$ cat config.mk
export PLATFORM = sky130hd
export DESIGN_NAME = alu_arbiter
export DESIGN_NICKNAME = d
export VERILOG_FILES = /design/src/rtl/alu_arbiter_pkg.sv /design/src/rtl/alu_arbiter_rr_pick.sv /design/src/rtl/alu_arbiter.sv
export SDC_FILE = /design/constraint.sdc
export NUM_CORES = 1
export LEC_CHECK = 0
export CAP_MARGIN = 20
export CORE_MARGIN = 3
export CORE_UTILIZATION = 45
export CTS_BUF_LIST = sky130_fd_sc_hd__clkbuf_16
export DETAILED_ROUTE_END_ITERATION = 6
export PLACE_DENSITY = 0.82
export SKIP_LAST_GASP = 1
export SYNTH_ARGS = -nofsm -noshare
export SYNTH_HDL_FRONTEND = slang
export SYNTH_SLANG_ARGS = --single-unit
export TNS_END_PERCENT = 5
$ cat constraint.sdc
create_clock -name clk -period 2.92 [get_ports clk]
set_input_delay 0.292 -clock clk [delete_from_list [all_inputs] [get_ports clk]]
set_output_delay 0.292 -clock clk [all_outputs]
set_load 0.01 [all_outputs]
$ cat src/rtl/alu_arbiter_pkg.sv
// ============================================================================
// alu_arbiter_pkg : op codes, FSM encoding and counter width for alu_arbiter
// Revision 1.0
// ============================================================================
`default_nettype none

package alu_arbiter_pkg;

    localparam logic [3:0] OP_ADD = 4'd0;
    localparam logic [3:0] OP_SUB = 4'd1;
    localparam logic [3:0] OP_OR  = 4'd2;
    localparam logic [3:0] OP_SLT = 4'd3;
    localparam logic [3:0] OP_LUI = 4'd4;

    localparam int         STATE_W = 2;
    localparam logic [STATE_W-1:0] S_IDLE = 2'd0;
    localparam logic [STATE_W-1:0] S_EXEC = 2'd1;
    localparam logic [STATE_W-1:0] S_RESP = 2'd2;

    localparam int         CNT_W = 16;

endpackage

`default_nettype wire

$ cat src/rtl/alu_arbiter_rr_pick.sv
// ============================================================================
// rr_pick : combinational 2-way round-robin picker, one-hot grant output
// Revision 1.0
// ============================================================================
`default_nettype none

module rr_pick (
    input  logic [1:0] valid_i,
    input  logic       ptr_i,
    output logic [1:0] grant_o
);

    // ptr_i names the requester preferred on contention; a lone valid always wins
    always_comb begin
        grant_o = valid_i;
        if (valid_i == 2'b11) begin
            grant_o = ptr_i ? 2'b10 : 2'b01;
        end
    end

endmodule

`default_nettype wire

$ cat src/rtl/alu_arbiter.sv
// ============================================================================
// alu_arbiter : two requesters share one ALU through an IDLE/EXEC/RESP FSM.
// Optional per-requester completion counters when ALU_ARB_STATS_EN is defined.
// Revision 1.0
// ============================================================================
`default_nettype none

module alu_arbiter
    import alu_arbiter_pkg::*;
(
    input  logic        clk,
    input  logic        reset,
    input  logic        req0_valid,
    input  logic        req1_valid,
    output logic        req0_ready,
    output logic        req1_ready,
    input  logic [31:0] req0_in1,
    input  logic [31:0] req0_in2,
    input  logic [31:0] req1_in1,
    input  logic [31:0] req1_in2,
    input  logic [3:0]  req0_alucon,
    input  logic [3:0]  req1_alucon,
    output logic        rsp_valid,
    input  logic        rsp_ready,
    output logic        rsp_id,
    output logic [31:0] rsp_out,
    output logic        rsp_zero
`ifdef ALU_ARB_STATS_EN
    ,
    output logic [CNT_W-1:0] cnt0,
    output logic [CNT_W-1:0] cnt1
`endif
);

    logic [STATE_W-1:0] state_q, state_d;
    logic               ptr_q;
    logic [31:0]        in1_q, in2_q;
    logic [3:0]         op_q;
    logic               id_q;
    logic [31:0]        rsp_out_q;
    logic               rsp_zero_q;
    logic               rsp_id_q;

    logic [1:0]         w_grant;
    logic               w_accept;
    logic [31:0]        w_alu_res;
    logic               w_alu_zero;

    rr_pick u_rr_pick (
        .valid_i (({req1_valid, req0_valid})),
        .ptr_i   (ptr_q),
        .grant_o (w_grant)
    );

    always_ff @(posedge clk or posedge reset) begin
        if (reset) begin
            state_q <= S_IDLE;
        end else begin
            state_q <= state_d;
        end
    end

    always_comb begin
        state_d = state_q;
        case (state_q)
            S_IDLE:  if (w_accept) state_d = S_EXEC;
            S_EXEC:  state_d = S_RESP;
            S_RESP:  if (rsp_ready) state_d = S_IDLE;
            default: state_d = S_IDLE;
        endcase
    end

    // Ready is masked while reset is held since IDLE is forced during reset
    always_comb begin
        req0_ready = (state_q == S_IDLE) && w_grant[0] && !reset;
        req1_ready = (state_q == S_IDLE) && w_grant[1] && !reset;
        rsp_valid  = (state_q == S_RESP);
    end

    assign w_accept = req0_ready | req1_ready;

    always_comb begin
        w_alu_res = 32'd0;
        case (op_q)
            OP_ADD:  w_alu_res = in1_q + in2_q;
            OP_SUB:  w_alu_res = in1_q - in2_q;
            OP_OR:   w_alu_res = in1_q | in2_q;
            OP_SLT:  w_alu_res = {31'd0, (in1_q < in2_q)};
            OP_LUI:  w_alu_res = {in2_q[15:0], 16'd0};
            default: w_alu_res = 32'd0;
        endcase
        w_alu_zero = (in1_q == in2_q);
    end

    always_ff @(posedge clk or posedge reset) begin
        if (reset) begin
            ptr_q      <= 1'b0;
            in1_q      <= 32'd0;
            in2_q      <= 32'd0;
            op_q       <= 4'd0;
            id_q       <= 1'b0;
            rsp_out_q  <= 32'd0;
            rsp_zero_q <= 1'b0;
            rsp_id_q   <= 1'b0;
        end else begin
            if (w_accept) begin
                // After serving requester 0 prefer 1 next, and vice versa
                ptr_q <= w_grant[0];
                in1_q <= w_grant[1] ? req1_in1    : req0_in1;
                in2_q <= w_grant[1] ? req1_in2    : req0_in2;
                op_q  <= w_grant[1] ? req1_alucon : req0_alucon;
                id_q  <= w_grant[1];
            end
            if (state_q == S_EXEC) begin
                rsp_out_q  <= w_alu_res;
                rsp_zero_q <= w_alu_zero;
                rsp_id_q   <= id_q;
            end
        end
    end

    assign rsp_out  = rsp_out_q;
    assign rsp_zero = rsp_zero_q;
    assign rsp_id   = rsp_id_q;

`ifdef ALU_ARB_STATS_EN
    logic [CNT_W-1:0] cnt0_q, cnt1_q;
    logic             w_done;

    assign w_done = rsp_valid && rsp_ready;

    always_ff @(posedge clk or posedge reset) begin
        if (reset) begin
            cnt0_q <= '0;
            cnt1_q <= '0;
        end else if (w_done) begin
            if (!rsp_id_q && (cnt0_q != {CNT_W{1'b1}})) cnt0_q <= cnt0_q + 1'b1;
            if ( rsp_id_q && (cnt1_q != {CNT_W{1'b1}})) cnt1_q <= cnt1_q + 1'b1;
        end
    end

    assign cnt0 = cnt0_q;
    assign cnt1 = cnt1_q;
`else
    // Statistics counters are not built in this configuration
`endif

endmodule

`default_nettype wire
==> reports/results.ini <==
[drt]
drc=0
ant_nets=0
dr.pass1.iters=5
wl_per_cell_um=18.2
via_per_inst=5.60
drt_iter0_markers=1040
drt-total-wl_mm=29.9
vias=9196

[clock_network]
cts_made_buffers=9
clk_latency_ps=370
cts.sinks=106
cts_buffer_depth=2
cts_root_buf=clkbuf_16
cts_tree=done
postCtsHoldBufs=0
path_clk_slew_ps=80
htree_levels=3

[global_routing]
overflow=0
track_usage_pct=27.2
grt_start_max_net_pins=107
grt_pass1_wl_mm=47.3
antenna_found_initial=0
grt_pass1_vias=8907

[setup_path]
cp-end-kind=register
crit_fanout=4
required_ps=3210
crit_arrival_ps=3210
start_kind=register
critical_path_class=register to register

[synthesis]
ys_seq_area_share_pct=29.5
synth-seq-cells=106
synth_warnings=0
syn-instance-count=1108
synth_ff_type=dfrtp_1
synthesis.nets=1347
avgSynthCellArea_um2=8.12
synth_xor_xnor_area_share_pct=2.92
synth_compound_area_share_pct=24.1
synth_top_family_by_area=compound AO/OA/AOI/OAI gates
synth_edf_count=0
yosys.area_share.simple_pct=15.0
synthAdderAreaFrac_pct=13.8
synthMuxAreaShare_pct=7.92
synth_cell_types=72
netlist_area_um2=8990
async_flop_share_pct=100

[timing]
worst_pin_slew_ps=641
setup_viol=1
rsz0062_at_grt=yes
hold_viol_final=0
setup_tns_ps=-2.27
max-slew-margin-rel_pct=56.8
min_period_ps=2920
worst_clock_skew_ps=14.8
timing.hold.ws_ps=452
clock.fmax_ghz=0.342
layout_setup_ws_ps=-2.27
slew_violations=0
final.period_utilization_pct=100

[power_and_ir_drop]
ir_drop_v=0.000497
p_leak_nw=5.79
power_density_nw_per_um2=1240

[run_status]
violations=negative setup slack
outcome=finished, violations left

[finish]
areaGrowthSynthToFinish_pct=38.4
fill_cells=1738
diodes=0
nNetsFinal=1610
final_layout_size_suffix_gt1_share_pct=14.6
fin_util_pct=63.7

[floorplanning]
fp.dieW_um=147
start_util_pct=46.1
rows=51
core_um2=19500
die-area_um2=21700
ios=178
die_y_um=147

[job]
cap_violations=0

[place]
numPortBuffers=177
dp_hpwl_mm=23.3
gp_congestion=0.990

[worst_hold_path]
min_path_type=input pin to asynchronous set/reset pin

cell usage after synthesis (all sizes together), types with 3 or more instances:
master / instances / area, µm²
xor2: 5 / 43.8
or2: 4 / 25.0
inv: 101 / 379
mux2i: 70 / 701
o311ai: 5 / 43.8
a22o: 6 / 52.6
nor2b: 11 / 68.8
dfrtp: 106 / 2650
o22ai: 6 / 37.5
o31a: 3 / 26.3
a211oi: 6 / 50.1
a21oi: 69 / 345
a211o: 3 / 26.3
nand2: 131 / 492
nand2b: 6 / 37.5
ha: 96 / 1200
nor4: 8 / 56.3
o21a: 3 / 22.5
clkbuf: 50 / 188
a21o: 6 / 45.0
o221ai: 13 / 114
buf: 8 / 42.5
o21ai: 139 / 699
o31ai: 9 / 67.6
xnor2: 25 / 219
or3: 7 / 43.8
o211ai: 11 / 82.6
a221oi: 4 / 41.3
and3: 5 / 31.3
nand4: 7 / 43.8
nand3: 16 / 80.1
nor3: 20 / 105
nor2: 74 / 278
a22oi: 14 / 105
o21bai: 20 / 150
metrics by stage:
step / power, mW / instances / instance area, µm² / setup WS [ps]
6_report: 15.4 / 1641 / 12400 / -2.27
5_1_grt: 16.6 / 1641 / 12400 / -163
4_1_cts: 15.0 / 1637 / 12300 / -37.1
3_5_place_dp: 13.3 / 1618 / 11900 / -223
3_3_place_gp: 13.2 / 1618 / 11900 / -161
2_1_floorplan: 9.09 / 1108 / 9000 / -10.1
flip-flops by register name, indices dropped and copies added, names as in the netlist:
signal / flops
in1_q: 32
in2_q: 32
rsp_out: 32
op_q: 4
state_q: 2
id_q: 1
ptr_q: 1
rsp_id: 1
rsp_zero: 1
critical path, stage by stage (launching register included):
cell and delay, ps:
dfrtp_2 420, ha_2 190, inv_1 50, fa_2 350, nor2b_2 170, o21ai_2 90, a21oi_2 180, o21ai_2 110
buf_4 160, o31ai_2 250, a21oi_2 130, nand3b_1 210, a2111o_1 380, a31oi_1 170
cell families (layout without fill, tap and decap cells):
| group | after synthesis | count (layout) |
|---|---|---|
| compound gates | 345 | 345 |
| mux | 71 | 71 |
| buf+inv | 159 | 427 |
| fa+ha+maj | 98 | 98 |
| flops | 106 | 106 |
| xor+xnor | 30 | 30 |
| simple gates | 299 | 299 |
layout by cell type (no fill, tap or decap), types with 12 or more instances in the layout:
master           count
nand3_1             16
o21bai_1            20
ha_1                86
nor2_1              72
nor3_1              19
a21oi_1             67
o221ai_1            12
dfrtp_1            103
inv_1               96
xnor2_1             25
mux2i_1             70
nand2_1            131
o21ai_0            133
buf_4              129
a22oi_1             14
clkdlybuf4s50_1    177
power by group:
part	internal, mW	total [mW]	switching [mW]
registers	2.11	2.67	0.559
clock network	0.683	1.31	0.626
logic	5.09	11.5	6.37
worst paths after layout:
check	from	end	slack, ps	depth (start not counted)
hold / removal	reset	in1_q[28]	450	3
max in group asynchronous	reset	in2_q[23]	1990	3
hold reg to reg	rsp_out[6]	rsp_out[6]	480	2
setup / recovery	in2_q[0]	rsp_out[28]	-2	13
min in group clk	rsp_out[6]	rsp_out[6]	480	2
setup reg to reg	in2_q[0]	rsp_out[28]	-2	13
routing by layer:
| metal | vias to the layer above | GRT usage (%) | routed length, µm |
|---|---|---|---|
| met2 | 389 | 43.3 | 13600 |
| met3 | 51 | 6.04 | 2460 |
| met5 | - | 0 | 0 |
| li1 | 4424 | - | - |
| met1 | 4332 | 37.0 | 12900 |
| met4 | 0 | 8.85 | 845 |
what timing repair did:
item                                    4_1_cts  5_1_grt
endpoints found under the setup margin        8       19
gates resized for setup                      24       22
pin swaps                                     9       19
buffers inserted                              3        4
final cells by class:
cell class | instances | area (µm²) | share of cell area [%]
Inverter | 101 | 383 | 3.08
Clock buffer | 9 | 225 | 1.81
Tap cell | 265 | 332 | 2.66
Timing Repair Buffer | 310 | 2820 | 22.7
Sequential cell | 106 | 2660 | 21.3
Clock inverter | 7 | 83.8 | 0.674
Multi-Input combinational cell | 843 | 5940 | 47.8
No activity file was read; power rests on OpenSTA's default activity.
